**src/rtl/aclk_if.sv**
```systemverilog
// Alarm-clock bench bus: load digits and controls toward the core,
// registered BCD time and the latched alarm back from it.
interface aclk_if;
  logic [1:0] H_in1;
  logic [3:0] H_in0;
  logic [3:0] M_in1;
  logic [3:0] M_in0;
  logic       LD_time;
  logic       LD_alarm;
  logic       STOP_al;
  logic       AL_ON;
  logic       Alarm;
  logic [1:0] H_out1;
  logic [3:0] H_out0;
  logic [3:0] M_out1;
  logic [3:0] M_out0;
  logic [3:0] S_out1;
  logic [3:0] S_out0;

  // Bench / controller side: drives loads and controls, watches the display.
  modport master (
    output H_in1, H_in0, M_in1, M_in0,
    output LD_time, LD_alarm, STOP_al, AL_ON,
    input  Alarm, H_out1, H_out0, M_out1, M_out0, S_out1, S_out0
  );

  // Core side.
  modport slave (
    input  H_in1, H_in0, M_in1, M_in0,
    input  LD_time, LD_alarm, STOP_al, AL_ON,
    output Alarm, H_out1, H_out0, M_out1, M_out0, S_out1, S_out0
  );
endinterface

```
**src/rtl/aclk_core.sv**
```systemverilog
// Alarm-clock core: divides clk down to seconds, keeps a BCD 24-hour time of
// day, holds a loadable alarm time and latches Alarm when the time reaches
// HH:MM:00 of the alarm while the alarm function is enabled.
module aclk_core #(
  parameter int TICKS_PER_SEC = 10
) (
  input  logic  clk,
  input  logic  reset,
  aclk_if.slave bus
);

  localparam int TICK_W = (TICKS_PER_SEC > 2) ? $clog2(TICKS_PER_SEC) : 1;
  localparam logic [TICK_W-1:0] TICK_LAST = TICK_W'(TICKS_PER_SEC - 1);

  logic [TICK_W-1:0] tick_cnt;

  logic [1:0] h1_q;
  logic [3:0] h0_q;
  logic [3:0] m1_q;
  logic [3:0] m0_q;
  logic [3:0] s1_q;
  logic [3:0] s0_q;

  logic [1:0] h1_n;
  logic [3:0] h0_n;
  logic [3:0] m1_n;
  logic [3:0] m0_n;
  logic [3:0] s1_n;
  logic [3:0] s0_n;

  logic [1:0] al_h1_q;
  logic [3:0] al_h0_q;
  logic [3:0] al_m1_q;
  logic [3:0] al_m0_q;

  logic       alarm_q;

  logic       load_valid;
  logic       sec_tick;
  logic       time_load;
  logic       alarm_load;
  logic       match;

  // A load is accepted only for a real 00:00..23:59 time with every digit in range.
  always_comb begin
    load_valid = 1'b1;
    if (bus.H_in1 > 2'd2) begin
      load_valid = 1'b0;
    end
    if (bus.H_in0 > 4'd9) begin
      load_valid = 1'b0;
    end
    if ((bus.H_in1 == 2'd2) && (bus.H_in0 > 4'd3)) begin
      load_valid = 1'b0;
    end
    if (bus.M_in1 > 4'd5) begin
      load_valid = 1'b0;
    end
    if (bus.M_in0 > 4'd9) begin
      load_valid = 1'b0;
    end
  end

  assign sec_tick   = (tick_cnt == TICK_LAST);
  assign time_load  = bus.LD_time && load_valid;
  assign alarm_load = bus.LD_alarm && load_valid;

  // Time one second later, rippling the BCD carry from seconds up to hours.
  always_comb begin
    h1_n = h1_q;
    h0_n = h0_q;
    m1_n = m1_q;
    m0_n = m0_q;
    s1_n = s1_q;
    s0_n = s0_q;
    if (s0_q != 4'd9) begin
      s0_n = s0_q + 4'd1;
    end else begin
      s0_n = 4'd0;
      if (s1_q != 4'd5) begin
        s1_n = s1_q + 4'd1;
      end else begin
        s1_n = 4'd0;
        if (m0_q != 4'd9) begin
          m0_n = m0_q + 4'd1;
        end else begin
          m0_n = 4'd0;
          if (m1_q != 4'd5) begin
            m1_n = m1_q + 4'd1;
          end else begin
            m1_n = 4'd0;
            if ((h1_q == 2'd2) && (h0_q == 4'd3)) begin
              h1_n = 2'd0;
              h0_n = 4'd0;
            end else if (h0_q == 4'd9) begin
              h0_n = 4'd0;
              h1_n = h1_q + 2'd1;
            end else begin
              h0_n = h0_q + 4'd1;
            end
          end
        end
      end
    end
  end

  // Alarm matches only on the whole minute, so it is present for one second.
  always_comb begin
    match = (h1_q == al_h1_q) && (h0_q == al_h0_q) &&
            (m1_q == al_m1_q) && (m0_q == al_m0_q) &&
            (s1_q == 4'd0)    && (s0_q == 4'd0);
  end

  // Tick divider; a valid time load restarts the second from its beginning.
  always_ff @(posedge clk or posedge reset) begin
    if (reset) begin
      tick_cnt <= '0;
    end else if (time_load || sec_tick) begin
      tick_cnt <= '0;
    end else begin
      tick_cnt <= tick_cnt + TICK_W'(1);
    end
  end

  // Time of day: a valid load wins over the normal second advance.
  always_ff @(posedge clk or posedge reset) begin
    if (reset) begin
      h1_q <= 2'd0;
      h0_q <= 4'd0;
      m1_q <= 4'd0;
      m0_q <= 4'd0;
      s1_q <= 4'd0;
      s0_q <= 4'd0;
    end else if (time_load) begin
      h1_q <= bus.H_in1;
      h0_q <= bus.H_in0;
      m1_q <= bus.M_in1;
      m0_q <= bus.M_in0;
      s1_q <= 4'd0;
      s0_q <= 4'd0;
    end else if (sec_tick) begin
      h1_q <= h1_n;
      h0_q <= h0_n;
      m1_q <= m1_n;
      m0_q <= m0_n;
      s1_q <= s1_n;
      s0_q <= s0_n;
    end
  end

  // Alarm time register, loaded from the same digits as the time of day.
  always_ff @(posedge clk or posedge reset) begin
    if (reset) begin
      al_h1_q <= 2'd0;
      al_h0_q <= 4'd0;
      al_m1_q <= 4'd0;
      al_m0_q <= 4'd0;
    end else if (alarm_load) begin
      al_h1_q <= bus.H_in1;
      al_h0_q <= bus.H_in0;
      al_m1_q <= bus.M_in1;
      al_m0_q <= bus.M_in0;
    end
  end

  // Latched alarm: stop or disable clears it, a match sets it, else it holds.
  always_ff @(posedge clk or posedge reset) begin
    if (reset) begin
      alarm_q <= 1'b0;
    end else if (bus.STOP_al || !bus.AL_ON) begin
      alarm_q <= 1'b0;
    end else if (match) begin
      alarm_q <= 1'b1;
    end
  end

  assign bus.Alarm  = alarm_q;
  assign bus.H_out1 = h1_q;
  assign bus.H_out0 = h0_q;
  assign bus.M_out1 = m1_q;
  assign bus.M_out0 = m0_q;
  assign bus.S_out1 = s1_q;
  assign bus.S_out0 = s0_q;

endmodule

```
**src/flat_wrapper.sv**
```systemverilog
// flat-port wrapper written by rule: the top's interface ports become plain ports
module aclk_core_flat 
#(
  parameter int TICKS_PER_SEC = 10
)
  (clk, reset, bus_H_in1, bus_H_in0, bus_M_in1, bus_M_in0, bus_LD_time, bus_LD_alarm, bus_STOP_al, bus_AL_ON, bus_Alarm, bus_H_out1, bus_H_out0, bus_M_out1, bus_M_out0, bus_S_out1, bus_S_out0);
  aclk_if bus_i ();
  input  logic clk;
  input  logic reset;
  input wire logic [$bits(bus_i.H_in1)-1:0] bus_H_in1;
  input wire logic [$bits(bus_i.H_in0)-1:0] bus_H_in0;
  input wire logic [$bits(bus_i.M_in1)-1:0] bus_M_in1;
  input wire logic [$bits(bus_i.M_in0)-1:0] bus_M_in0;
  input wire logic [$bits(bus_i.LD_time)-1:0] bus_LD_time;
  input wire logic [$bits(bus_i.LD_alarm)-1:0] bus_LD_alarm;
  input wire logic [$bits(bus_i.STOP_al)-1:0] bus_STOP_al;
  input wire logic [$bits(bus_i.AL_ON)-1:0] bus_AL_ON;
  output wire logic [$bits(bus_i.Alarm)-1:0] bus_Alarm;
  output wire logic [$bits(bus_i.H_out1)-1:0] bus_H_out1;
  output wire logic [$bits(bus_i.H_out0)-1:0] bus_H_out0;
  output wire logic [$bits(bus_i.M_out1)-1:0] bus_M_out1;
  output wire logic [$bits(bus_i.M_out0)-1:0] bus_M_out0;
  output wire logic [$bits(bus_i.S_out1)-1:0] bus_S_out1;
  output wire logic [$bits(bus_i.S_out0)-1:0] bus_S_out0;
  assign bus_i.H_in1 = bus_H_in1;
  assign bus_i.H_in0 = bus_H_in0;
  assign bus_i.M_in1 = bus_M_in1;
  assign bus_i.M_in0 = bus_M_in0;
  assign bus_i.LD_time = bus_LD_time;
  assign bus_i.LD_alarm = bus_LD_alarm;
  assign bus_i.STOP_al = bus_STOP_al;
  assign bus_i.AL_ON = bus_AL_ON;
  assign bus_Alarm = bus_i.Alarm;
  assign bus_H_out1 = bus_i.H_out1;
  assign bus_H_out0 = bus_i.H_out0;
  assign bus_M_out1 = bus_i.M_out1;
  assign bus_M_out0 = bus_i.M_out0;
  assign bus_S_out1 = bus_i.S_out1;
  assign bus_S_out0 = bus_i.S_out0;
  aclk_core #(.TICKS_PER_SEC(TICKS_PER_SEC)) u_core (.clk(clk), .reset(reset), .bus(bus_i));
endmodule
```
**config.mk**
```make
export PLATFORM = sky130hd
export DESIGN_NAME = aclk_core_flat
export DESIGN_NICKNAME = d
export VERILOG_FILES = /design/src/rtl/aclk_if.sv /design/src/rtl/aclk_core.sv /design/src/flat_wrapper.sv
export SDC_FILE = /design/constraint.sdc
export NUM_CORES = 1
export LEC_CHECK = 0
export ABC_AREA = 1
export CORE_ASPECT_RATIO = 1.5
export CORE_MARGIN = 3
export CORE_UTILIZATION = 45
export DETAILED_ROUTE_END_ITERATION = 8
export GPL_TIMING_DRIVEN = 0
export PLACE_DENSITY = 0.78
export SKIP_CTS_REPAIR_TIMING = 1
export SLEW_MARGIN = 20
export SYNTH_ARGS = -nofsm -noshare
export SYNTH_HDL_FRONTEND = slang
export SYNTH_SLANG_ARGS = --single-unit
```
**constraint.sdc**
```tcl
create_clock -name clk -period 1.6 [get_ports clk]
set_clock_uncertainty 0.15 [all_clocks]
set_input_delay 0.32 -clock clk [delete_from_list [all_inputs] [get_ports clk]]
set_output_delay 0.32 -clock clk [all_outputs]
set_load 0.05 [all_outputs]
```
Word level (Yosys, flattened, before mapping)
Index checks and enable logic that the tools add are counted.
{"block": "classes", "shifts": 0, "eq_ne": 17, "bitwise_logic": 0, "n_reduce_logical": 22, "add_sub_neg": 7, "muxes": 42, "multipliers": 0, "order_cmp": 5, "div": 0}
{"cell": "two-way mux 4 bit", "n": 27}
{"cell": "adder 4 x 1 -> 4 bit, second input constant", "n": 6}
{"cell": "two-way mux 2 bit", "n": 8}
{"cell": "== test 4 bit", "n": 3}
{"cell": "logical AND 1 bit", "n": 9}
{"cell": "== test 4 bit, second input constant", "n": 2}
{"cell": "> comparator 4 bit, second input constant", "n": 2}
{"cell": "logical NOT 4 bit", "n": 2}
{"cell": "!= test 2 x 1 -> 1 bit, second input constant", "n": 4}
{"cell": "!= test 4 x 3 -> 1 bit, second input constant", "n": 2}
{"cell": "!= test 4 bit, second input constant", "n": 2}
{"cell": "two-way mux 1 bit", "n": 7}
{"cell": "AND reduction 6 bit", "n": 1}
{"cell": "AND reduction 5 bit", "n": 1}
{"cell": "== test 2 bit, second input constant", "n": 2}
{"cell": "== test 4 x 2 -> 1 bit, second input constant", "n": 1}
{"cell": "> comparator 4 x 2 -> 1 bit, second input constant", "n": 1}
{"cell": "> comparator 4 x 3 -> 1 bit, second input constant", "n": 1}
{"cell": "AND reduction 4 bit", "n": 1}
{"cell": "nonzero test 2 bit", "n": 2}
{"cell": "AND reduction 3 bit", "n": 1}
{"cell": "nonzero test 3 bit", "n": 1}
{"cell": "adder 2 x 1 -> 2 bit, second input constant", "n": 1}
{"cell": "== test 2 bit", "n": 1}
{"cell": "other kinds (4)", "n": 5}
{"block": "totals", "wordCells": 105, "out_inout_bits": 23, "ramBits": 0, "in_bits": 20, "memories": 0, "mem_bits_ro": 0, "latchBits": 0, "register_bits": 41}

Logic depth before layout (Yosys ltp)
Gate-level depths: netlist of the first run.
{"block": "depth", "word_depth": 9, "depth_mapped": 10, "ltp_nobuf": 9}

Least setup slack after synthesis of the first run
No wires, ideal clock.
{"block": "synth_path", "path_type": "register to register", "start": "reg u_core.s1_q[1] (netlist: u_core.bus.S_out1[1])", "end": "reg u_core.h0_q[2] (netlist: u_core.bus.H_out0[2])", "setup_time_ns": 0.118, "synth_period_minus_slack_ns": 1.952, "path_stages_with_launch": 8, "setup_slack_ns": -0.352, "arrival_time_ns": 1.684, "path_cell_list": "dfrtp_1 > inv_1 > ha_1 > nand3_1 > o31ai_4 > nand2_1 > nand2_1 > nand2_1"}
{"block": "synth_between", "elab_chain_cells": 3}
{"item": "from (decl)", "line": "aclk_core.sv:21", "source": "logic [3:0] s1_q;"}
{"item": "from (signal assigned)", "line": "aclk_core.sv:146", "source": "s1_q <= s1_n;"}
{"item": "!= test 4 x 3 -> 1 bit", "line": "aclk_core.sv:80", "source": "if (s1_q != 4'd5) begin"}
{"item": "!= test 2 x 1 -> 1 bit (no source line)"}
{"item": "AND reduction 5 bit (no source line)"}
{"item": "to (signal assigned)", "line": "aclk_core.sv:136", "source": "h0_q <= bus.H_in0;"}
{"item": "to (signal assigned)", "line": "aclk_core.sv:143", "source": "h0_q <= h0_n;"}
{"item": "to (decl)", "line": "aclk_core.sv:18", "source": "logic [3:0] h0_q;"}
Every way passes these cells.
A chain may end at the register's enable or synchronous reset.

Worst setup path in the final report of the first run
{"block": "layout_path", "start": "reg u_core.s1_q[1] (netlist: u_core.bus.S_out1[1])", "end": "reg u_core.m1_q[0] (netlist: u_core.bus.M_out1[0])"}
{"block": "layout_between", "elab_chain_cells": 3}
{"item": "!= test 4 x 3 -> 1 bit", "line": "aclk_core.sv:80"}
{"item": "!= test 2 x 1 -> 1 bit (no source line)"}
{"item": "AND reduction 4 bit (no source line)"}
{"item": "to (signal assigned)", "line": "aclk_core.sv:137", "source": "m1_q <= bus.M_in1;"}
{"item": "to (signal assigned)", "line": "aclk_core.sv:144", "source": "m1_q <= m1_n;"}
{"item": "to (decl)", "line": "aclk_core.sv:19", "source": "logic [3:0] m1_q;"}
Every way passes these cells.

==> run summary, run 1 <==
Final hold slack -> 0.197 ns
Setup TNS -> -0.774 ns
CP max-delay cell -> dfrtp_2
IO Pins -> 43
Ant. Diodes -> 0
Pwr Density -> 1120 nW/um^2
Die X -> 66.7 um
CTS tree -> yes
Vias in the first global route -> 2,279
Drt first pass iters -> 7
Leakage power -> 0.00179 uW
Final setup margin -> -0.0903 ns
Drt total wl -> 7570 um
Finished Core Util -> 66.7%
Crit-path leading delay family -> flip-flops
Worst Setup SP -> u_core.bus.S_out1[1]$_DFFE_PP0P_
Cell mode on critical path -> buf_6
Crit path time final -> 1.69 ns
Startpoint Class -> flop
Via count -> 2,687
Commonest non-fill, non-tap cells in the layout -> nand2_1, inv_1, o21ai_0, dfrtp_1
Crit path DAT -> 1.77 ns
Synthesized instance count -> 330
Slew Limit Fails -> 0
Synth Cell Area -> 2490 um^2
Core area -> 5250 um^2
Synth-to-Final Area Change -> 40.6%
Post-synth ARST share -> 100%
Critical Path End Type -> flop
CP Max Fanout -> 5
Nets -> 431
Worst-path clk slew -> 0.08 ns
RSZ-0062 raised after global routing -> true
Post-synth EDFFs -> 0
Commonest non-fill, non-tap cell in the layout -> nand2_1
Die footprint -> 6480 um^2
Layout cell share with drive strength beyond 1 -> 31.9%
Slowest stage delay, CP -> 0.43 ns
Synth warnings -> 0
GPL Wtd Cong -> 0.974
Routed WL per cell -> 16.0 um
TritonCTS Buffers -> 5
Failing checks -> setup timing
Achievable Freq -> 0.592 GHz
MaxCap Viol Count -> 0
Clk buf depth -> 2
Largest net degree at the start of global routing -> 24
Outcome -> finished, violations left
Global router's overall resource usage -> 20.7%
Fin. Hold Viols -> 0
Initial antenna violation count -> 0
Global-route wire length before repair -> 10,300 um
CTS Sinks -> 41
Worst Max-Slew Pin Slew -> 0.500 ns
IO buf count -> 42
Critical Path RT -> 1.68 ns
Buf/Inv on CP -> 3
Count of cell types in the netlist -> 29
Worst-Skew Late Latency -> 0.30 ns
Routed vias/inst -> 5.69
Hpwl dp -> 4920 um
Final setup violation count -> 15
Initial DRC Count -> 242
CTS Root Cell -> clkbuf_8
FF+latch count, synth -> 41
DR DRC count -> 0
Syn Nets -> 358
Num rows -> 32
Synth Area per Inst -> 7.55 um^2
CP Class -> flop to flop
Fin crit share -> 106%
Starting density of the core -> 47.5%
Worst-path cell chain -> inv_4 -> ha_4 -> nand3_4 -> o31ai_4 -> buf_6 -> buf_6 -> nand3_2 -> nand2_1
HP Class -> input port to async pin
Ys flop type -> dfrtp_1
H-tree lvl count -> 2
Die Ht -> 97.1 um
Worst r2r src -> u_core.bus.S_out1[1]$_DFFE_PP0P_
Global route overflow -> 0
Worst vdd ir -> 0.000890 V
Routed Antenna Nets -> 0
Register area share after synthesis -> 41.2%
Relative slew slack -> 66.6%
registers in the layout, summed over array words and instances (netlist names):
| signal | cells |
|---|---|
| u_core.bus.M_out0 | 4 |
| u_core.bus.S_out1 | 4 |
| u_core.al_h1_q | 2 |
| u_core.bus.H_out1 | 2 |
| u_core.al_m0_q | 4 |
| u_core.bus.M_out1 | 4 |
| u_core.bus.Alarm | 1 |
| u_core.al_h0_q | 4 |
| u_core.bus.S_out0 | 4 |
| u_core.al_m1_q | 4 |
| u_core.bus.H_out0 | 4 |
| u_core.tick_cnt | 4 |
worst reg2reg max path, cell delays in order (launching register included):
cell and delay [ns]:
dfrtp_2 0.43, inv_4 0.08, ha_4 0.13, nand3_4 0.08, o31ai_4 0.30, buf_6 0.16, buf_6 0.13, nand3_2 0.08
nand2_1 0.07
cell type report:
| type | count | area [um^2] |
|---|---|---|
| Fill cell | 415 | 1740 |
| Multi-Input combinational cell | 231 | 1390 |
| Sequential cell | 41 | 1050 |
| Timing Repair Buffer | 66 | 601 |
| Inverter | 50 | 196 |
| Clock buffer | 8 | 90.1 |
| Buffer | 8 | 88.8 |
| Tap cell | 68 | 85.1 |
cell families (layout without fill, tap and decap cells):
family | after synthesis | in the layout | share of synthesized area [%]
compound gates | 58 | 58 | 13.3
simple gates | 155 | 155 | 27.7
fa+ha+maj | 8 | 8 | 4.02
xor+xnor | 10 | 10 | 3.52
flops | 41 | 41 | 41.2
buf+inv | 58 | 132 | 10.3
power breakdown:
group	internal [uW]	leakage (uW)	switching [uW]
clock	352	0.0000455	355
sequential	1290	0.000501	252
combinational	619	0.00124	1070
total	2260	0.00179	1670
routing by layer:
metal / vias to the layer above / GRT usage, % / part of all wire (%)
met5: - / 0 / 0
met4: 0 / 7.98 / 5.4
met3: 48 / 3.59 / 7.9
met2: 163 / 36.4 / 52
met1: 1266 / 24.1 / 35
li1: 1210 / - / -
path summary, 6_finish.rpt:
kind | endpoint | slack (ns) | depth (start not counted)
max in group asynchronous | u_core.bus.M_out0[0]$_DFFE_PP0P_ | 0.63 | 3
setup reg to reg | u_core.bus.M_out1[0]$_DFFE_PP0P_ | -0.09 | 8
min in group clk | u_core.al_m1_q[1]$_DFFE_PP0P_ | 0.22 | 3
hold reg to reg | u_core.tick_cnt[0]$_DFF_PP0_ | 0.34 | 1
hold / removal | u_core.al_m1_q[1]$_DFFE_PP0P_ | 0.20 | 2
setup / recovery | u_core.bus.M_out1[0]$_DFFE_PP0P_ | -0.09 | 8
Yosys cell counts, types with 3 or more instances:
master    count  area (um^2)
nand2_1      88          330
inv_1        49          184
dfrtp_1      41         1030
o21ai_0      28          140
nor2_1       22         82.6
nand3_1      21          105
nand4_1      12         75.1
o21ai_1      11         55.1
ha_1          8          100
a21oi_1       7         35.0
o22ai_1       5         31.3
xnor2_1       5         43.8
xor2_1        5         43.8
buf_6         4         45.0
nor2_2        3         18.8
o211ai_1      3         22.5
per-stage QoR:
step / cell area (um^2) / instances / total power, uW / worst slack, ns
2_1_floorplan: 2560 / 330 / 2590 / -0.123
3_3_place_gp: 3070 / 440 / 3030 / -0.853
3_5_place_dp: 3100 / 441 / 3090 / -0.637
4_1_cts: 3190 / 449 / 3780 / -0.423
5_1_grt: 3500 / 472 / 4150 / -0.179
6_report: 3500 / 472 / 3930 / -0.0903
Note: power is estimated with default switching activity, not from simulation.
==> run 2, diff against run 1 <==
Settings changed: ABC_AREA 1 to unset, PLACE_DENSITY 0.78 to 0.79.
==> run summary, run 2 <==
Hold depth -> 2
Syn Nets -> 266
Synth top area share -> 42.1%
Crit path time final -> 2.12 ns
Via count -> 2,284
Sequential power share -> 36.4%
Initial DRC Count -> 134
Slowest stage delay, CP -> 0.47 ns
CTS tree -> yes
CP Class -> flop to flop
MaxCap Viol Count -> 0
CP Max Fanout -> 7
Leakage power -> 0.00169 uW
Count of cell types in the netlist -> 50
Final setup violation count -> 31
Routed WL per cell -> 18.5 um
Switching power -> 2100 uW
CTS Sinks -> 41
Failing checks -> setup timing
Synth Area per Inst -> 10.2 um^2
Achievable Freq -> 0.472 GHz
Slew Limit Fails -> 0
Worst-path clk slew -> 0.08 ns
Fin. Hold Viols -> 0
Commonest non-fill, non-tap cell in the layout -> dfrtp_1
Hpwl dp -> 4510 um
Worst r2r src -> u_core.bus.S_out0[1]$_DFFE_PP0P_
Post-synth top area cell -> dfrtp_1
Core area -> 5200 um^2
Synth-to-Final Area Change -> 50.8%
Largest net degree at the start of global routing -> 26
Die Ht -> 96.2 um
Synthesized instance count -> 238
Post-synth EDFFs -> 0
RSZ-0062 raised after global routing -> true
Worst Setup SP -> u_core.bus.S_out0[1]$_DFFE_PP0P_
Pwr Density -> 1310 nW/um^2
Worst-Skew Late Latency -> 0.29 ns
Routed Antenna Nets -> 0
Outcome -> finished, violations left
Worst vdd ir -> 0.000988 V
FF+latch count, synth -> 41
Clock power share -> 13.8%
Final setup margin -> -0.520 ns
IO Pins -> 43
Vias in the first global route -> 2,039
Worst-path cell chain -> inv_2 -> ha_4 -> nand3b_4 -> or3_4 -> buf_8 -> or3_1 -> a31oi_1
H-tree lvl count -> 2
Clk buf depth -> 2
Critical Path RT -> 1.66 ns
Drt total wl -> 7240 um
Path depth of the worst reg2reg path -> 7
Area post-placement -> 3080 um^2
Post-synth ARST share -> 100%
HP Class -> input port to flop
Combinational Power Share -> 49.8%
CTS Root Cell -> clkbuf_8
Global-route wire length before repair -> 9740 um
Ant. Diodes -> 0
Crit path DAT -> 2.18 ns
Relative slew slack -> 65.2%
Most frequent cell after synthesis -> dfrtp_1
Net Sw Frac -> 43.6%
Initial antenna violation count -> 0
Critical Path End Type -> flop
Drt first pass iters -> 4
Fin crit share -> 132%
Cell area after layout -> 3680 um^2
Nets -> 351
Routed vias/inst -> 5.83
Total internal power -> 2710 uW
Final hold slack -> 0.119 ns
Die footprint -> 6360 um^2
Register area share after synthesis -> 42.1%
Ys flop type -> dfrtp_1
Global route overflow -> 0
Post-synth top cells -> dfrtp_1, xnor2_1, mux2_2
Finished Core Util -> 70.7%
Starting density of the core -> 46.9%
Startpoint Class -> flop
Hold_sp -> bus_H_in0[1]
Commonest non-fill, non-tap cells in the layout -> dfrtp_1, buf_4, xnor2_1, clkbuf_2, buf_6
Global router's overall resource usage -> 20.0%
IO buf count -> 42
Synth Cell Area -> 2440 um^2
Num rows -> 32
CP max-delay cell -> or3_4
Worst Max-Slew Pin Slew -> 0.522 ns
Synth warnings -> 0
Top cells by area, synth -> dfrtp_1, mux2_2, xnor2_1
GPL Wtd Cong -> 0.870
Layout cell share with drive strength beyond 1 -> 46.9%
Die X -> 66.1 um
TritonCTS Buffers -> 5
DR DRC count -> 0
## run 2: cell count changes after synthesis, sizes merged, moves of 7 or more
cell   previous run  this run
nand2            90         9
nand3            22         8
o21ai            41         6
nor2             25         9
mux2              0        16
xnor2             5        17
inv              50        14
nor4              0        11
nand4            14         7
## run 2: final timing paths
check                      slack, ns                                to
setup / recovery               -0.52  u_core.bus.H_out0[0]$_DFFE_PP0P_
hold / removal                  0.12     u_core.al_h0_q[1]$_DFFE_PP0P_
setup reg to reg               -0.52  u_core.bus.H_out0[0]$_DFFE_PP0P_
hold reg to reg                 0.37      u_core.tick_cnt[0]$_DFF_PP0_
max in group asynchronous       0.63  u_core.bus.H_out0[1]$_DFFE_PP0P_
min in group asynchronous       0.18      u_core.tick_cnt[0]$_DFF_PP0_
## run 2: metrics by stage
step	TNS, ns	worst slack (ns)	power (uW)	cells
final	-6.94	-0.520	4810	392
after global routing	-9.01	-0.591	5080	392
after floorplan	-6.20	-0.491	3220	238
after detailed placement	-33.31	-0.947	3880	349
after CTS	-30.12	-0.649	4550	357
after global placement	-63.76	-0.926	3820	348
## run 2: critical path, delay by kind of cell (launching register included)
kind | cells | cell delay [ns]
AOI/OAI and AO/OA | 1 | 0.19
adders and majority gates | 1 | 0.14
buffers and inverters | 2 | 0.23
DFF | 1 | 0.44
and+or+nand+nor | 3 | 0.88
## run 2: cell families (layout without fill, tap and decap cells)
logic type | Yosys count | count (layout) | share of synthesized area (%)
AO/OA/AOI/OAI | 39 | 39 | 10.7
XOR/XNOR | 20 | 20 | 7.18
adder cells (fa/ha/maj) | 8 | 8 | 4.10
buffers and inverters | 25 | 111 | 4.41
flip-flops | 41 | 41 | 42.1
multiplexers | 22 | 22 | 9.85
AND/OR/NAND/NOR | 83 | 83 | 21.7
## run 2: layout make-up
| type | count | area [um^2] |
|---|---|---|
| Buffer | 8 | 80.1 |
| Clock buffer | 8 | 80.1 |
| Fill cell | 363 | 1530 |
| Inverter | 14 | 52.6 |
| Multi-Input combinational cell | 172 | 1580 |
| Sequential cell | 41 | 1040 |
| Tap cell | 68 | 85.1 |
| Timing Repair Buffer | 81 | 756 |
## run 2: power by group through the flow
stage                     registers (uW)  clock network, uW  logic, uW
after floorplan                     2210                  0       1010
after global placement              1730                  0       2080
after detailed placement            1750                  0       2130
after CTS                           1730                668       2150
after global routing                1800                725       2560
final                               1750                662       2400
## run 2: layer usage
layer | vias to the layer above | part of all wire, % | global-route usage [%]
li1 | 1048 | - | -
met1 | 1149 | 38 | 23.8
met2 | 72 | 55 | 35.0
met3 | 15 | 4.2 | 3.15
met4 | 0 | 2.8 | 8.98
met5 | - | 0 | 0
